### config.mk
export PLATFORM = sky130hd
export DESIGN_NAME = keypad_scanner
export DESIGN_NICKNAME = d
export VERILOG_FILES = /design/src/rtl/keypad_scanner.sv
export SDC_FILE = /design/constraint.sdc
export NUM_CORES = 1
export LEC_CHECK = 0
export ABC_CLOCK_PERIOD_IN_PS = 9590
export CAP_MARGIN = 20
export CORE_MARGIN = 5
export CORE_UTILIZATION = 41
export CTS_BUF_LIST = sky130_fd_sc_hd__clkbuf_16
export CTS_CLUSTER_DIAMETER = 50
export DETAILED_ROUTE_END_ITERATION = 7
export PLACE_DENSITY = 0.62
export RECOVER_POWER = 50
export SYNTH_ARGS = -nofsm -noshare
export SYNTH_HDL_FRONTEND = slang
export SYNTH_SLANG_ARGS = --single-unit
### constraint.sdc
create_clock -name clk -period 9.59 [get_ports clk]
set_input_delay 1.918 -clock clk [delete_from_list [all_inputs] [get_ports clk]]
set_output_delay 1.918 -clock clk [all_outputs]
set_load 0.01 [all_outputs]
### src/rtl/keypad_scanner.sv
// keypad_scanner: matrix keypad scanner with frame-based debounce, press and
// release events, multi-key rejection and optional auto-repeat. Rows are
// driven low one at a time. Columns are synchronised, snapshotted per row,
// and the snapshot is evaluated once per complete frame.
module keypad_scanner #(
  parameter int ROWS            = 4,
  parameter int COLS            = 4,
  parameter int SETTLE_CYC      = 4,
  parameter int DEBOUNCE_FRAMES = 31250,
  parameter int REPEAT_EN       = 0,
  parameter int REPEAT_DELAY    = 1562500,
  parameter int REPEAT_PERIOD   = 312500,
  parameter int KW              = $clog2(ROWS*COLS)
) (
  input  logic            clk,
  input  logic            rst_n,
  output logic [ROWS-1:0] row,
  input  logic [COLS-1:0] col,
  output logic [KW-1:0]   key_code,
  output logic            key_valid,
  output logic            key_release,
  output logic            key_held,
  output logic            multi_key
);

  localparam int NK   = ROWS * COLS;
  localparam int RW   = $clog2(ROWS);
  localparam int SW   = $clog2(SETTLE_CYC);
  localparam int M1   = (DEBOUNCE_FRAMES > REPEAT_DELAY) ? DEBOUNCE_FRAMES : REPEAT_DELAY;
  localparam int MAXC = (M1 > REPEAT_PERIOD) ? M1 : REPEAT_PERIOD;
  localparam int CW   = $clog2(MAXC + 1);

  typedef enum logic [1:0] {IDLE, DEB_PRESS, HELD, DEB_REL} state_t;

  state_t          state;
  logic [RW-1:0]   r;
  logic [SW-1:0]   sc;
  logic [COLS-1:0] col_p0, col_p1;
  logic [NK-1:0]   snap;
  logic [NK-1:0]   cur;
  logic [NK-1:0]   pressed;
  logic [1:0]      npc;
  logic [KW-1:0]   f_idx;
  logic [KW-1:0]   cand;
  logic [CW-1:0]   cnt, rep;
  logic [CW-1:0]   cnt_inc, rep_inc, rep_tgt;
  logic            first_rep;
  logic            slot_end, frame_end;
  logic            n_one, n_multi, cand_down;

  assign slot_end  = (sc == SW'(SETTLE_CYC - 1));
  assign frame_end = slot_end && (r == RW'(ROWS - 1));

  // Row drive decoded from the current row index: exactly one line low.
  always_comb begin
    row    = '1;
    row[r] = 1'b0;
  end

  // Slot and row counters: each row is held for SETTLE_CYC clocks, then wraps.
  always_ff @(posedge clk or negedge rst_n) begin
    if (!rst_n) begin
      sc <= '0;
      r  <= '0;
    end else if (slot_end) begin
      sc <= '0;
      r  <= (r == RW'(ROWS - 1)) ? '0 : r + 1'b1;
    end else begin
      sc <= sc + 1'b1;
    end
  end

  // Two-flop column synchroniser; the snapshot keeps raw active-low levels.
  always_ff @(posedge clk or negedge rst_n) begin
    if (!rst_n) begin
      col_p0 <= '1;
      col_p1 <= '1;
      snap   <= '1;
    end else begin
      col_p0 <= col;
      col_p1 <= col_p0;
      if (slot_end) snap[r*COLS +: COLS] <= col_p1;
    end
  end

  // Frame view with the row being sampled this clock merged in, so the last
  // row of a frame is evaluated on the same edge it is captured.
  always_comb begin
    cur                  = snap;
    cur[r*COLS +: COLS]  = col_p1;
    pressed              = ~cur;
    npc                  = 2'd0;
    f_idx                = '0;
    for (int i = 0; i < NK; i++) begin
      if (pressed[i]) begin
        if (npc != 2'd2) npc = npc + 2'd1;
        f_idx = KW'(i);
      end
    end
  end

  assign n_one     = (npc == 2'd1);
  assign n_multi   = (npc == 2'd2);
  assign cand_down = pressed[cand];
  assign cnt_inc   = cnt + 1'b1;
  assign rep_inc   = rep + 1'b1;
  assign rep_tgt   = first_rep ? CW'(REPEAT_DELAY) : CW'(REPEAT_PERIOD);

  // Debounce / hold / repeat FSM, advanced once per frame; outputs registered.
  always_ff @(posedge clk or negedge rst_n) begin
    if (!rst_n) begin
      state       <= IDLE;
      cand        <= '0;
      cnt         <= '0;
      rep         <= '0;
      first_rep   <= 1'b1;
      key_code    <= '0;
      key_valid   <= 1'b0;
      key_release <= 1'b0;
      key_held    <= 1'b0;
      multi_key   <= 1'b0;
    end else begin
      key_valid   <= 1'b0;
      key_release <= 1'b0;
      if (frame_end) begin
        multi_key <= n_multi;
        case (state)
          IDLE: begin
            if (n_one) begin
              cand <= f_idx;
              if (DEBOUNCE_FRAMES == 1) begin
                key_valid <= 1'b1;
                key_code  <= f_idx;
                key_held  <= 1'b1;
                rep       <= '0;
                first_rep <= 1'b1;
                state     <= HELD;
              end else begin
                cnt   <= CW'(1);
                state <= DEB_PRESS;
              end
            end
          end
          DEB_PRESS: begin
            if (n_one && (f_idx == cand)) begin
              if (cnt_inc == CW'(DEBOUNCE_FRAMES)) begin
                key_valid <= 1'b1;
                key_code  <= cand;
                key_held  <= 1'b1;
                rep       <= '0;
                first_rep <= 1'b1;
                state     <= HELD;
              end else begin
                cnt <= cnt_inc;
              end
            end else begin
              state <= IDLE;
            end
          end
          HELD: begin
            if (cand_down) begin
              if (REPEAT_EN != 0) begin
                if (rep_inc == rep_tgt) begin
                  key_valid <= 1'b1;
                  rep       <= '0;
                  first_rep <= 1'b0;
                end else begin
                  rep <= rep_inc;
                end
              end
            end else if (DEBOUNCE_FRAMES == 1) begin
              key_release <= 1'b1;
              key_held    <= 1'b0;
              state       <= IDLE;
            end else begin
              cnt   <= CW'(1);
              state <= DEB_REL;
            end
          end
          DEB_REL: begin
            if (cand_down) begin
              state <= HELD;
            end else if (cnt_inc == CW'(DEBOUNCE_FRAMES)) begin
              key_release <= 1'b1;
              key_held    <= 1'b0;
              state       <= IDLE;
            end else begin
              cnt <= cnt_inc;
            end
          end
          default: state <= IDLE;
        endcase
      end
    end
  end

endmodule

==> impl_metrics.ini, run 1 <==
[critical_path]
critPathRequiredTime_ns = 9.80
critPathCaptureType = flip-flop
worst_ep_arrival_time_ns = 8.76
r2r_setup_slack_ns = 1.04
rr_worst_depth = 30
startpoint_type = flip-flop
r2r-end = cnt[2]
critPathKind = reg -> reg
critPathSlowestCell = or2_0
path_max_fanout = 14
reg2reg_from = r[0]
max_stage_delay_ns = 0.73

[timing]
setup_viol = 0
hold_viol_final = 0
tightest_slew_ns = 3.35
finalClockSkew_ns = 0.00521
slew_headroom = -1.23
rsz0062_at_grt = no
layout_min_cycle_time_ns = 8.55
max_freq_mhz = 117
worst_slack_ns = 1.04
min_period_over_period = 0.891
slew_viol_final = 64
fin_tns_setup_ns = 0

[clock_tree]
cts.sinks = 63
cts_setup_buffers = 0
cts_buffers = 9
root_buffer = clkbuf_16
cts_max_level = 3
cts_hold_buffers = 0
cts_resized = 0
clkTransAtPathRegs_ns = 0.05
cts_tree = built
clock_latency_ns = 0.33
clockBufferDepth = 2

[placed_design]
routabilityCongestion = 0.803
dp_slack_ns = 1.16
port_buffers = 17
dp_hpwl_um = 9500

[status]
violations = max-capacitance violations, max-slew violations
run_status = finished, violations left

[power_and_ir_drop]
ir_drop_mv = 0.110
switching_share = 0.339
cellPowerDensity_nw_per_um2 = 182
pwr-share-comb = 0.341
leakage_uw = 0.00220
pwr-share-clk = 0.355
intPower_uw = 700
p_sw_uw = 358
seq_power_share = 0.304

[logic_synthesis]
ys_warn_count = 0
synthFlopType = dfrtp_1
ys_top_cells_by_count = 61 x nor2_1, 54 x nand2_1, 41 x o21ai_0
synth_top_area_frac = 0.188
synth.most_common_cell = nor2_1
synth_area_leaders = dfrtp_1 19%, dfstp_2 12%, nor2_1 4.4%
syn_inst = 620
syn_avg_cell_area_sq_um = 8.38
postSynthNetCount = 639
ys_async_sr_fraction = 1.00
syn_area_sq_um = 5190
synth_edf_count = 0
netlist-cell-type-count = 85
synth-seq-area-share = 0.309
yosysTopAreaCell = dfrtp_1
synth_seq_cells = 63

[global_routing]
grt_pass1_vias = 4423
use_met3 = 0.0203
grtUsageMet2 = 0.277
grt_antenna_before_repair = 0
grt_use_met1 = 0.254
busiest_layer = met2
track_usage = 0.176
grt_max_degree = 64
grt_pass1_wl_um = 21600
grt_overflow = 0

[final_layout]
num-nets-final = 642
diodes = 0
fillCellCount = 1249
layout-drive-gt1-share = 0.126
syn_to_final_growth_pct = 11.7

[run]
drv_cap = 1

[floorplanning]
die_y_um = 123
rows = 41
die_area_sq_um = 15000
initial_core_util = 0.415
die-width_um = 123
io_pins = 18
core_sq_um = 12500

[min_path]
hold_start = col_p0[2]
hp-class = reg -> reg
min_to = col_p1[2]
min_path_cells = 0

[detailed_routing]
routed_wl_um = 12900
postRouteAntennaNets = 0
routedWlPerCell_um = 16.2
drc = 0
viasPerCell = 6.04
vias = 4833
drt_iter0_markers = 484
drtPass1Iterations = 5
[power groups by stage]
stage	Sequential, uW	Combinational (uW)	Clock (uW)
final	321	361	376
after global routing	326	394	394
after CTS	322	358	383
after detailed placement	326	356	0
after global placement	325	350	0
after floorplan	304	302	0
[cell type report]
cell class	count	area [sq um]	area share
Sequential cell	63	1610	0.277
Multi-Input combinational cell	502	3360	0.578
Inverter	24	90.1	0.0155
Timing Repair Buffer	23	191	0.0330
Clock buffer	9	225	0.0388
Clock inverter	7	119	0.0205
Tap cell	172	215	0.0371
[layout by cell type, fill, tap and decap left out, types with 13 or more instances in the layout]
| cell type | instances |
|---|---|
| a21oi_1 | 33 |
| a31oi_1 | 17 |
| dfrtp_1 | 39 |
| dfstp_2 | 24 |
| ha_1 | 13 |
| inv_1 | 23 |
| nand2_1 | 54 |
| nand3_1 | 33 |
| nor2_1 | 61 |
| o21ai_0 | 41 |
| o31ai_1 | 14 |
| xnor2_1 | 15 |
[logic make-up after synthesis]
kind of cell | after synthesis | share of synthesized area
flip-flops | 63 | 0.309
multiplexers | 14 | 0.0412
AND/OR/NAND/NOR | 235 | 0.229
XOR/XNOR | 24 | 0.0484
buffers and inverters | 55 | 0.0446
AO/OA/AOI/OAI | 216 | 0.296
adder cells (fa/ha/maj) | 13 | 0.0313
[critical path, delay by kind of cell, from the launching register on]
kind,cells,cell delay [ns]
compound gates,17,4.81
xor+xnor,1,0.17
flops,1,0.48
buf+inv,1,0.16
simple gates,8,1.71
fa+ha+maj,3,1.11
[through the flow]
step | cells | hold slack [ns] | area [sq um] | util | power (uW)
detailed placement | 784 | 0.347 | 5480 | 0.438 | 682
floorplan | 620 | 0.345 | 5190 | - | 606
finish | 800 | 0.355 | 5800 | 0.464 | 1060
CTS | 800 | 0.355 | 5820 | 0.465 | 1060
global route | 800 | 0.358 | 5800 | 0.464 | 1110
global placement | 784 | 0.346 | 5480 | 0.438 | 675
[state kept, by name (all words and copies together) (netlist names), 2 cells and up]
register	count
cnt	21
snap	16
cand	4
col_p0	4
col_p1	4
key_code	4
r	2
sc	2
state	2
[metal layers]
metal	up-vias	share of wire	routed length, um
met5	-	0	0
li1	2344	-	-
met4	0	0.017	216
met1	2314	0.47	6130
met2	152	0.46	5980
met3	23	0.047	608
[worst max-delay path by stage]
stage	cells after the start	slack, ns	start	endpoint
finish	30	1.04	r[0]	cnt[2]
global route	30	0.38	r[0]	cnt[2]
CTS	30	1.14	r[0]	cnt[2]
detailed placement	30	1.16	r[0]	cnt[2]
global placement	30	1.41	r[0]	cnt[2]
floorplan	31	2.61	r[0]	cnt[11]
No activity file was read; power rests on OpenSTA's default activity.
==> run 2: changes to the inputs <==
- CORE_UTILIZATION: 41 -> 35
- PLACE_DENSITY: 0.62 -> 0.56
==> impl_metrics.ini, run 2 (synthesis results as in run 1) <==
[status]
run_status = finished, violations left
violations = max-capacitance violations, max-slew violations

[final_layout]
layout_common_cells = 61 x nor2_1, 54 x nand2_1, 41 x o21ai_0, 39 x dfrtp_1
largest_reg_flops = 21
fillCellCount = 1471
syn_to_final_growth_pct = 11.1
num-nets-final = 643
fin_util = 0.397
layout_commonest_cell = nor2_1
finalInstanceArea_sq_um = 5770
diodes = 0
regMostFlops = cnt
top_regs = cnt (21), snap (16)
layout-drive-gt1-share = 0.126

[clock_tree]
clockBufferDepth = 2
cts_resized = 0
cts_tree = built
root_buffer = clkbuf_16
cts_setup_buffers = 0
clkTransAtPathRegs_ns = 0.05
cts_buffers = 9
clock_latency_ns = 0.32
cts_max_level = 3
cts.sinks = 63
cts_hold_buffers = 0

[floorplanning]
io_pins = 18
die_area_sq_um = 17400
rows = 44
core_sq_um = 14500
die_y_um = 132
initial_core_util = 0.357
die-width_um = 132

[critical_path]
r2r_setup_slack_ns = 1.06
cp.depth = 30
critPathRequiredTime_ns = 9.79
worst_ep_arrival_time_ns = 8.73
max_stage_delay_ns = 0.73
critPathSlowestCell = or2_0
critPathCaptureType = flip-flop
rr_worst_depth = 30
critPathKind = reg -> reg
cp_num_buf_inv = 1
critPathTopFamily = compound AO/OA/AOI/OAI gates
path_max_fanout = 14
startpoint_type = flip-flop

[global_routing]
grt_antenna_before_repair = 0
grt_pass1_vias = 4557
grt_pass1_wl_um = 22700
grt_overflow = 0
grt_max_degree = 64
track_usage = 0.152

[timing]
setup_viol = 0
slew_headroom = -1.23
min_period_over_period = 0.889
max_freq_mhz = 117
whs_ns = 0.351
finalClockSkew_ns = 0.00741
slew_viol_final = 105
hold_viol_final = 0
layout_min_cycle_time_ns = 8.53
fin_tns_setup_ns = 0
tightest_slew_ns = 3.34
rsz0062_at_grt = no

[detailed_routing]
postRouteAntennaNets = 0
routed_wl_um = 13300
drt_iter0_markers = 439
drtPass1Iterations = 5
viasPerCell = 5.92
drc = 0
vias = 4813
routedWlPerCell_um = 16.3

[power_and_ir_drop]
ir_drop_mv = 0.0997
leakage_uw = 0.00218
cellPowerDensity_nw_per_um2 = 172

[min_path]
hp-class = reg -> reg
min_path_cells = 0

[placed_design]
routabilityCongestion = 0.788
dpl_cell_area_sq_um = 5490
dp_hpwl_um = 9700
port_buffers = 17

[run]
drv_cap = 2
-- run 2: changes by cell type in the layout (fill, tap and decap cells not counted) --
cell	previous run	this run
bufinv_16	3	1
clkbuf_4	0	1
clkinv_2	0	2
inv_6	1	0
and2_0	1	0
clkinv_1	1	2
and2_1	11	12
-- run 2: layout make-up --
class	instances	area (sq um)	share of cell area
flip-flops and latches	63	1610	0.278
repair buffers	24	199	0.0345
well taps	184	230	0.0399
clock inverters	7	63.8	0.0111
multi-input cells	502	3360	0.582
clock buffers	9	225	0.0390
inverters	24	90.1	0.0156
-- run 2: worst register-to-register path, delay by kind of cell, from the launching register on --
kind / cells / cell delay (ns)
xor gates and xnor gates: 1 / 0.17
DFF: 1 / 0.48
AOI/OAI and AO/OA: 17 / 4.71
adders and majority gates: 3 / 1.12
buffers and inverters: 1 / 0.17
and+or+nand+nor: 8 / 1.78
-- run 2: path summary, 6_finish.rpt --
| path | to | start |
|---|---|---|
| setup / recovery | cnt[2] | r[0] |
| hold / removal | col_p1[2] | col_p0[2] |
| setup reg to reg | cnt[2] | r[0] |
| hold reg to reg | col_p1[2] | col_p0[2] |
| max in group asynchronous | cnt[14] | rst_n |
| min in group asynchronous | cnt[9] | rst_n |
-- run 2: routing by layer --
layer | share of wire | up-vias | track usage
li1 | - | 2346 | -
met1 | 0.50 | 2340 | 0.215
met2 | 0.46 | 107 | 0.244
met3 | 0.030 | 20 | 0.0187
met4 | 0.016 | 0 | 0.0451
met5 | 0 | - | 0
-- run 2: where the power goes --
part / leakage (uW) / internal, uW / switching, uW
clock: 0.000140 / 199 / 118
combinational: 0.00126 / 158 / 200
sequential: 0.000785 / 287 / 33.6
-- run 2: metrics by stage --
stage	power, uW	worst slack [ns]	cells
6_report	995	1.06	813
5_1_grt	1060	0.268	813
4_1_cts	1000	1.09	812
3_5_place_dp	680	1.15	796
3_3_place_gp	682	1.29	796
2_1_floorplan	606	2.61	620
==> run 3: changes to the inputs <==
==> constraint.sdc (replaced) <==
create_clock -name clk -period 9.59 [get_ports clk]
set_input_delay 0.959 -clock clk [delete_from_list [all_inputs] [get_ports clk]]
set_output_delay 0.959 -clock clk [all_outputs]
set_load 0.01 [all_outputs]
==> impl_metrics.ini, run 3 (synthesis results as in run 1) <==
[status]
run_status = finished, violations left
violations = max-capacitance violations, max-slew violations

[final_layout]
multi_input_area_sq_um = 3360
layout-drive-gt1-share = 0.130
layout_common_cells = 61 x nor2_1, 54 x nand2_1, 41 x o21ai_0, 39 x dfrtp_1
largest_reg_flops = 21
top_regs = cnt (21), snap (16)
syn_to_final_growth_pct = 11.3
layout_commonest_cell = nor2_1
fillCellCount = 1472
regMostFlops = cnt
diodes = 0
regArea_sq_um = 1610
num-nets-final = 643

[global_routing]
track_usage = 0.152
grt_max_degree = 64
grt_pass1_wl_um = 22700
grt_antenna_before_repair = 0
grt_overflow = 0
grt_pass1_vias = 4557

[critical_path]
critPathSlowestCell = or2_0
path_max_fanout = 14
max_stage_delay_ns = 0.73
worst_ep_arrival_time_ns = 8.73
critPathRequiredTime_ns = 9.79
critPathKind = reg -> reg
critPathCaptureType = flip-flop
startpoint_type = flip-flop

[clock_tree]
cts_tree = built
clockBufferDepth = 2
cts_buffers = 9
cts.sinks = 63
cts_max_level = 3
clkTransAtPathRegs_ns = 0.05
root_buffer = clkbuf_16
cts_hold_buffers = 0
cts_setup_buffers = 0
cts_resized = 0
clock_latency_ns = 0.32

[detailed_routing]
routed_wl_um = 13200
vias = 4824
postRouteAntennaNets = 0
drtPass1Iterations = 5
routedWlPerCell_um = 16.3
viasPerCell = 5.93
drt_iter0_markers = 464
drc = 0

[timing]
min_period_over_period = 0.890
finalClockSkew_ns = 0.00741
slew_headroom = -1.23
max_freq_mhz = 117
slew_viol_final = 105
tightest_slew_ns = 3.35
layout_min_cycle_time_ns = 8.53
rsz0062_at_grt = no
fin_tns_setup_ns = 0
setup_viol = 0
whs_ns = 0.351
hold_viol_final = 0

[floorplanning]
die_area_sq_um = 17400
die-width_um = 132
rows = 44
initial_core_util = 0.357
core_sq_um = 14500
io_pins = 18
die_y_um = 132

[run]
drv_cap = 2

[power_and_ir_drop]
cellPowerDensity_nw_per_um2 = 172
leakage_uw = 0.00219
intPower_uw = 645
seq_power_share = 0.322
p_sw_uw = 351
pwr-share-comb = 0.360
ir_drop_mv = 0.0997
switching_share = 0.353
pwr-share-clk = 0.318

[placed_design]
routabilityCongestion = 0.788
port_buffers = 17
dp_hpwl_um = 9700

[min_path]
hp-class = reg -> reg
## run 3: cell types whose count changed in the layout (fill, tap and decap cells not counted), sizes merged
| cell | before | now |
|---|---|---|
| clkbuf | 15 | 12 |
| buf | 2 | 5 |
## run 3: through the flow
step                      total power (uW)  instances  setup slack (ns)  cell area [sq um]   util
final                                  996        813              1.06               5780  0.398
after global routing                  1060        813             0.268               5780  0.398
after CTS                             1000        812              1.09               5780  0.398
after detailed placement               680        796              1.15               5490  0.378
after global placement                 682        796              1.29               5490  0.378
after floorplan                        606        620              2.61               5190      -
## run 3: worst paths after layout
check	start	end	slack, ns	cells past startpoint
setup / recovery	r[0]	cnt[2]	1.06	30
hold / removal	col_p0[2]	col_p1[2]	0.35	0
setup reg to reg	r[0]	cnt[2]	1.06	30
hold reg to reg	col_p0[2]	col_p1[2]	0.35	0
max in group asynchronous	rst_n	cand[2]	5.84	2
min in group asynchronous	rst_n	cnt[9]	1.87	2
## run 3: worst max-delay path: cells and delay by family (launching register included)
family	cells	cell delay (ns)
xor gates and xnor gates	1	0.17
and+or+nand+nor	8	1.77
AOI/OAI and AO/OA	17	4.71
DFF	1	0.48
buffers and inverters	1	0.16
adders and majority gates	3	1.11
## run 3: final cells by class
type / count / share of cell area
clock inverter: 7 / 0.0110
timing repair buffer: 24 / 0.0363
multi-input combinational: 502 / 0.580
tap: 184 / 0.0398
clock buffer: 9 / 0.0389
sequential: 63 / 0.278
inverter: 24 / 0.0156
## run 3: per-layer routing
metal  share of wire  wire [um]  global-route usage
met1            0.50       6570               0.215
met2            0.46       6040               0.244
met3           0.032        428              0.0187
met4           0.016        206              0.0451
met5               0          0                   0
## run 3: power by group through the flow
stage               clock, uW  combinational, uW  sequential [uW]
floorplan                   0                302              304
global route              338                394              326
detailed placement          0                353              326
global placement            0                357              326
finish                    316                359              321
CTS                       325                357              322
